File: src/rtl/ser_bit_feeder.sv
// Parallel-to-serial feeder, MSB first, optional post-word gap.
// Define SER_FEED_PARITY_EN to append an even-parity bit per word.
module ser_bit_feeder #(
    parameter int WIDTH = 8,
    parameter int GAP   = 0
) (
    input  logic             clk,
    input  logic             rst,
    input  logic [WIDTH-1:0] data_in,
    input  logic             data_valid,
    output logic             data_ready,
    output logic             ser_out,
    output logic             ser_valid,
    output logic             word_done
);

    localparam int CW = (WIDTH > 2) ? $clog2(WIDTH) : 1;
    localparam logic [CW-1:0] BC_LD = CW'(WIDTH - 1);
    localparam logic [3:0] GAP_LD = (GAP > 0) ? 4'(GAP - 1) : 4'd0;

`ifdef SER_FEED_PARITY_EN
    typedef enum logic [1:0] {S_IDLE, S_SHIFT, S_GAP, S_PAR} state_t;
`else
    typedef enum logic [1:0] {S_IDLE, S_SHIFT, S_GAP} state_t;
`endif

    state_t           state, state_n;
    logic [WIDTH-1:0] sreg, sreg_n;
    logic [CW-1:0]    bcnt, bcnt_n;
    logic [3:0]       gcnt, gcnt_n;
    logic             last, accept;
    logic             so_n, sv_n, wd_n;
`ifdef SER_FEED_PARITY_EN
    logic             par, par_n;
`endif

    assign last   = (bcnt == '0);
    assign accept = data_valid & data_ready;

    // Ready is a pure decode of state; reset holds it low.
    always_comb begin
        data_ready = 1'b0;
        unique case (state)
            S_IDLE:  data_ready = 1'b1;
`ifdef SER_FEED_PARITY_EN
            S_SHIFT: data_ready = 1'b0;
            S_PAR:   data_ready = (GAP == 0);
`else
            S_SHIFT: data_ready = last && (GAP == 0);
`endif
            S_GAP:   data_ready = 1'b0;
            default: data_ready = 1'b0;
        endcase
        if (!rst) data_ready = 1'b0;
    end

    always_comb begin
        state_n = state;
        sreg_n  = sreg;
        bcnt_n  = bcnt;
        gcnt_n  = gcnt;
`ifdef SER_FEED_PARITY_EN
        par_n   = par;
`endif
        unique case (state)
            S_IDLE: ;
            S_SHIFT: begin
                sreg_n = {sreg[WIDTH-2:0], 1'b0};
                bcnt_n = bcnt - 1'b1;
                if (last) begin
`ifdef SER_FEED_PARITY_EN
                    state_n = S_PAR;
`else
                    if (GAP > 0) begin
                        state_n = S_GAP;
                        gcnt_n  = GAP_LD;
                    end else begin
                        state_n = S_IDLE;
                    end
`endif
                end
            end
`ifdef SER_FEED_PARITY_EN
            S_PAR: begin
                if (GAP > 0) begin
                    state_n = S_GAP;
                    gcnt_n  = GAP_LD;
                end else begin
                    state_n = S_IDLE;
                end
            end
`endif
            S_GAP: begin
                if (gcnt == 4'd0) state_n = S_IDLE;
                else gcnt_n = gcnt - 4'd1;
            end
            default: state_n = S_IDLE;
        endcase
        // Ready is only high where a load is the right next step.
        if (accept) begin
            state_n = S_SHIFT;
            sreg_n  = data_in;
            bcnt_n  = BC_LD;
`ifdef SER_FEED_PARITY_EN
            par_n   = ^data_in;
`endif
        end
    end

    always_comb begin
        sv_n = (state_n == S_SHIFT);
        so_n = (state_n == S_SHIFT) & sreg_n[WIDTH-1];
`ifdef SER_FEED_PARITY_EN
        sv_n = sv_n | (state_n == S_PAR);
        so_n = so_n | ((state_n == S_PAR) & par_n);
        wd_n = (state_n == S_PAR);
`else
        wd_n = (state_n == S_SHIFT) && (bcnt_n == '0);
`endif
    end

    always_ff @(posedge clk or negedge rst) begin
        if (!rst) begin
            state     <= S_IDLE;
            sreg      <= '0;
            bcnt      <= '0;
            gcnt      <= 4'd0;
            ser_out   <= 1'b0;
            ser_valid <= 1'b0;
            word_done <= 1'b0;
        end else begin
            state     <= state_n;
            sreg      <= sreg_n;
            bcnt      <= bcnt_n;
            gcnt      <= gcnt_n;
            ser_out   <= so_n;
            ser_valid <= sv_n;
            word_done <= wd_n;
        end
    end

`ifdef SER_FEED_PARITY_EN
    always_ff @(posedge clk or negedge rst) begin
        if (!rst) par <= 1'b0;
        else par <= par_n;
    end
`endif

endmodule

File: config.mk
export PLATFORM = sky130hd
export DESIGN_NAME = ser_bit_feeder
export DESIGN_NICKNAME = d
export VERILOG_FILES = /design/src/rtl/ser_bit_feeder.sv
export SDC_FILE = /design/constraint.sdc
export NUM_CORES = 1
export LEC_CHECK = 0
export ABC_AREA = 0
export ABC_CLOCK_PERIOD_IN_PS = 1610
export BUFFER_PORTS_ARGS = -buffer_cell sky130_fd_sc_hd__clkbuf_2
export CORE_AREA = 2 2 49 51
export CTS_CLUSTER_SIZE = 16
export DETAILED_ROUTE_END_ITERATION = 12
export DIE_AREA = 0 0 51 53
export PLACE_DENSITY = 0.8
export SYNTH_ARGS = -nofsm -noshare
export SYNTH_HDL_FRONTEND = slang
export SYNTH_SLANG_ARGS = --single-unit
File: constraint.sdc
create_clock -name clk -period 1.61 [get_ports clk]
set_input_delay 0.2415 -clock clk [delete_from_list [all_inputs] [get_ports clk]]
set_output_delay 0.2415 -clock clk [all_outputs]
set_load 0.01 [all_outputs]
## After elaboration in Yosys (flattened, before gate mapping)

Index checks and enable logic that the tools add are counted.

| operators by class | value |
|---|---|
| $add $sub $neg | 2 |
| equality and inequality tests | 3 |
| multiplexer cells | 10 |
| bitwise operators | 3 |
| reduce and logical (&&, ||, !) cells | 7 |

Operators by type and width:

| cell | count |
|---|---|
| 8-bit two-way mux | 2 |
| 3-bit zero test | 2 |
| 2-bit two-way mux | 3 |
| 3-bit two-way mux | 2 |
| 2-bit case mux with 3 select lines | 1 |
| 2-bit by 1-bit == test with 1-bit output (second input constant) | 2 |
| 4-bit zero test | 1 |
| 4-bit by 1-bit subtractor with 4-bit output (second input constant) | 1 |
| 3-bit by 1-bit subtractor with 3-bit output (second input constant) | 1 |
| 1-bit bitwise AND | 2 |
| 2-bit == test (second input constant) | 1 |
| 2-bit zero test | 1 |
| 1-bit case mux with 2 select lines | 1 |
| 2-bit AND reduction | 1 |
| 2-bit nonzero test | 1 |
| 1-bit logical AND | 1 |
| 1-bit two-way mux | 1 |
| 1-bit NOT | 1 |

| word-level totals | value |
|---|---|
| bits in registers | 20 |
| bits of input ports | 11 |
| output and inout bits | 4 |

## Logic depth before layout (Yosys ltp)

| logic depth | value |
|---|---|
| word-level depth | 7 |
| gate-level depth with buffers | 7 |

## Worst setup path after synthesis

No wires, ideal clock.

| timing path | value |
|---|---|
| path kind | register to register |
| from | reg bcnt[0] |
| to | reg sreg[1] |
| setup time | 0.125 ns |
| data arrival time | 1.541 ns |
| path slack | -0.056 ns |
| stages on the path, launching flop included | 8 |
| buffers on the path | 1 |
| clock period less this slack | 1.666 ns |
| cells stage by stage | dfrtp_1 -> inv_1 -> ha_1 -> ha_1 -> nand2b_1 -> nand4b_1 -> buf_6 -> mux2_2 |

| between the ends | value |
|---|---|
| word-level cells in the longest chain between the ends | 5 |

RTL lines:

| item | RTL line | text |
|---|---|---|
| start: declaration | 29 | `logic [CW-1:0] bcnt, bcnt_n;` |
| start signal: assignment | 134 | `bcnt <= bcnt_n;` |
| 3-bit zero test (*) | 37 | `assign last = (bcnt == '0);` |
| 1-bit case mux with 2 select lines (*) | 43 | `unique case (state)` |
| 1-bit two-way mux (*) | 54 | `if (!rst) data_ready = 1'b0;` |
| 1-bit bitwise AND (*) | 38 | `assign accept = data_valid & data_ready;` |
| 8-bit two-way mux or 2-bit nonzero test (tied branches) | -- |  |
| end signal: assignment | 133 | `sreg <= sreg_n;` |
| end: declaration | 28 | `logic [WIDTH-1:0] sreg, sreg_n;` |

Mark *: on every way between the ends. The rest lies on a longest branch, timed or not.
A chain may end at the register's enable or synchronous reset.

## Worst setup path in the final report

| timing path | value |
|---|---|
| from | reg bcnt[1] |
| to | out data_ready |

| between the ends | value |
|---|---|
| word-level cells in the longest chain between the ends | 3 |

RTL lines:

| item | RTL line | text |
|---|---|---|
| 3-bit zero test | 37 |  |
| 1-bit case mux with 2 select lines | 43 |  |
| 1-bit two-way mux | 54 |  |
| end: declaration | 11 | `output logic data_ready,` |

Every way passes these cells.

==> flow_summary.json <==
{
  "clock_latency_ns": 0.29,
  "fmax_mhz": 545,
  "power_leakage_nw": 0.621,
  "syn2layout_area_growth_pct": 28.1,
  "fp.dieW_um": 51,
  "final_max_slew_viol_count": 0,
  "crit_start": "bcnt[1]",
  "ys_warn_count": 0,
  "utilization": 0.579,
  "vias_per_cell": 4.98,
  "drv_cap": 0,
  "cts.path.max_buffers": 2,
  "clock_skew_ns": 0.00144,
  "hold_start": "data_in[0]",
  "place.gp.congestion": 0.738,
  "cts_tree": "done",
  "yosysTopAreaCell": "dfrtp_1",
  "dieArea_mm2": 0.00270,
  "synth.top_cell.area_share": 0.489,
  "core-area_mm2": 0.00215,
  "first_pass_iters": 3,
  "vias": 672,
  "layout_common_cells": "19 x dfrtp_1, 13 x clkbuf_2, 9 x buf_4",
  "finalCriticalPeriod_ns": 1.84,
  "arrival_ns": 1.59,
  "worstSetupEndpointType": "primary output",
  "tightest_slew_ns": 0.315,
  "cts.clk_slew.worst_paths_ns": 0.11,
  "initial_utilization": 0.453,
  "setup-tns-final_ns": -0.230,
  "hpwl_mm": 1.20,
  "ys_top_cells_by_area": "dfrtp_1 49%, mux2_2 13%, ha_1 3.9%",
  "power_density_mw_per_mm2": 1530,
  "wl_mm": 1.85,
  "period_share": 1.14,
  "antenna_cells": 0,
  "yosysSeqAreaShare": 0.489,
  "fill_cells": 191,
  "multiInputGateArea_um2": 483,
  "clock-sinks": 19,
  "rsz0062_at_grt": "true",
  "ios": 15,
  "drt_iter0_markers": 2,
  "mostFrequentLayoutCell": "dfrtp_1",
  "numPortBuffers": 14,
  "r2r_slack_ns": 0,
  "status": "finished, violations left",
  "cts-root-buf": "clkbuf_4",
  "die_h_um": 53,
  "drc_errors": 0,
  "cp.required_ns": 1.37,
  "violations": "setup timing",
  "cts_buffers": 3,
  "syn_area_um2": 972,
  "setup_ws_ns": -0.226,
  "gr-total-overflow": 0,
  "hold_class": "primary input to flop",
  "synth.ff_latch_count": 19,
  "synth.distinct_cells": 29,
  "register_area_um2": 475,
  "ant_nets": 0,
  "setup_viol": 2,
  "critPathKind": "flop to primary output",
  "worstPathMaxFanout": 2,
  "relSlewSlack": 0.790,
  "drive_gt1_frac": 0.495,
  "synth_nets": 94,
  "rr_startpoint": "bcnt[1]",
  "start_kind": "flop",
  "grt_pass1_wl_mm": 2.88,
  "row_count": 17,
  "ir_drop_mv": 0.750,
  "fin_nets": 122,
  "htreeDepth": 1,
  "final_hold_viol_count": 0,
  "antenna_found_initial": 0,
  "grt_max_degree": 15,
  "synth.avg_cell_area_um2": 12.2,
  "syn_inst": 80,
  "first_global_vias": 664,
  "grt_usage": 0.151,
  "wl_per_cell_um": 13.7
}
layer usage:
layer	track usage	wire length (µm)	vias to the layer above
met3	0.0169	36	2
met4	0.0811	17	0
met2	0.260	995	11
met1	0.185	799	325
li1	-	-	334
met5	0	0	-
final cells by class:
| cell class | count | share of cell area |
|---|---|---|
| Clock buffer | 4 | 0.0211 |
| Inverter | 8 | 0.0241 |
| Multi-Input combinational cell | 49 | 0.388 |
| Sequential cell | 19 | 0.382 |
| Tap cell | 28 | 0.0281 |
| Timing Repair Buffer | 27 | 0.157 |
synthesized netlist by cell type:
library cell and count:
dfrtp_1 19, mux2_2 11, inv_1 8, nand2_1 5, a21oi_1 3, buf_6 3, ha_1 3, mux2_4 2
mux2i_1 2, nand2b_1 2, nor2_1 2, o211ai_1 2, o21ai_0 2, a31o_2 1, and3_1 1, and3b_2 1
and4b_1 1, and4b_2 1, buf_8 1, nand2b_4 1, nand3b_1 1, nand4b_1 1, nor3_1 1, nor3b_1 1
nor4_1 1, o31ai_1 1, o32ai_1 1, or2b_1 1, xnor2_1 1
state kept, by name, summed over array words and instances (netlist names):
| name | flops |
|---|---|
| gcnt | 4 |
| word_done | 1 |
| bcnt | 3 |
| ser_out | 1 |
| ser_valid | 1 |
| state | 2 |
| sreg | 7 |
final timing paths:
check                           cells after the start    endpoint
worst max-delay path                                7  data_ready
worst max register to register                      7     sreg[6]
min in group asynchronous                           3     sreg[2]
worst min register to register                      2     sreg[0]
worst min-delay path                                3     sreg[0]
max in group asynchronous                           3    state[0]
critical path, stage by stage, from the launching register on:
cell,delay (ns)
dfrtp_1,0.37
inv_2,0.06
ha_4,0.16
ha_4,0.15
nand2b_4,0.14
buf_6,0.11
and3b_2,0.20
buf_6,0.12
where the power goes:
part / switching [mW] / leakage (nW) / internal, mW / total [mW]
registers: 0.0854 / 0.244 / 0.615 / 0.700
clock network: 0.144 / 0.0150 / 0.0963 / 0.240
logic: 0.378 / 0.361 / 0.589 / 0.968
kinds of logic after synthesis:
group	after synthesis	share of synthesized area
xor+xnor	1	0.00901
mux	15	0.179
compound gates	10	0.0669
buf+inv	12	0.0811
flops	19	0.489
fa+ha+maj	3	0.0386
simple gates	20	0.136
stage by stage:
stage	hold WS [ns]	cell area (µm²)	std cells	setup WS, ns	total power, mW
after CTS	0.142	1200	134	-0.222	1.82
after floorplan	-0.0541	982	80	0.00573	1.26
after global routing	0.151	1240	135	-0.285	2.06
final	0.147	1240	135	-0.226	1.91
after global placement	0.112	1100	125	0.0323	1.39
after detailed placement	0.112	1100	125	-0.0147	1.44
timing repair:
item                                    in CTS  in global routing
resized for setup                            6                 11
endpoints found under the setup margin       7                 10
hold endpoints to repair                     5                  0
buffers inserted                             3                  1
hold buffers                                 2                  0
pin swaps                                    1                  0
Power figures use the tool's default switching activity.
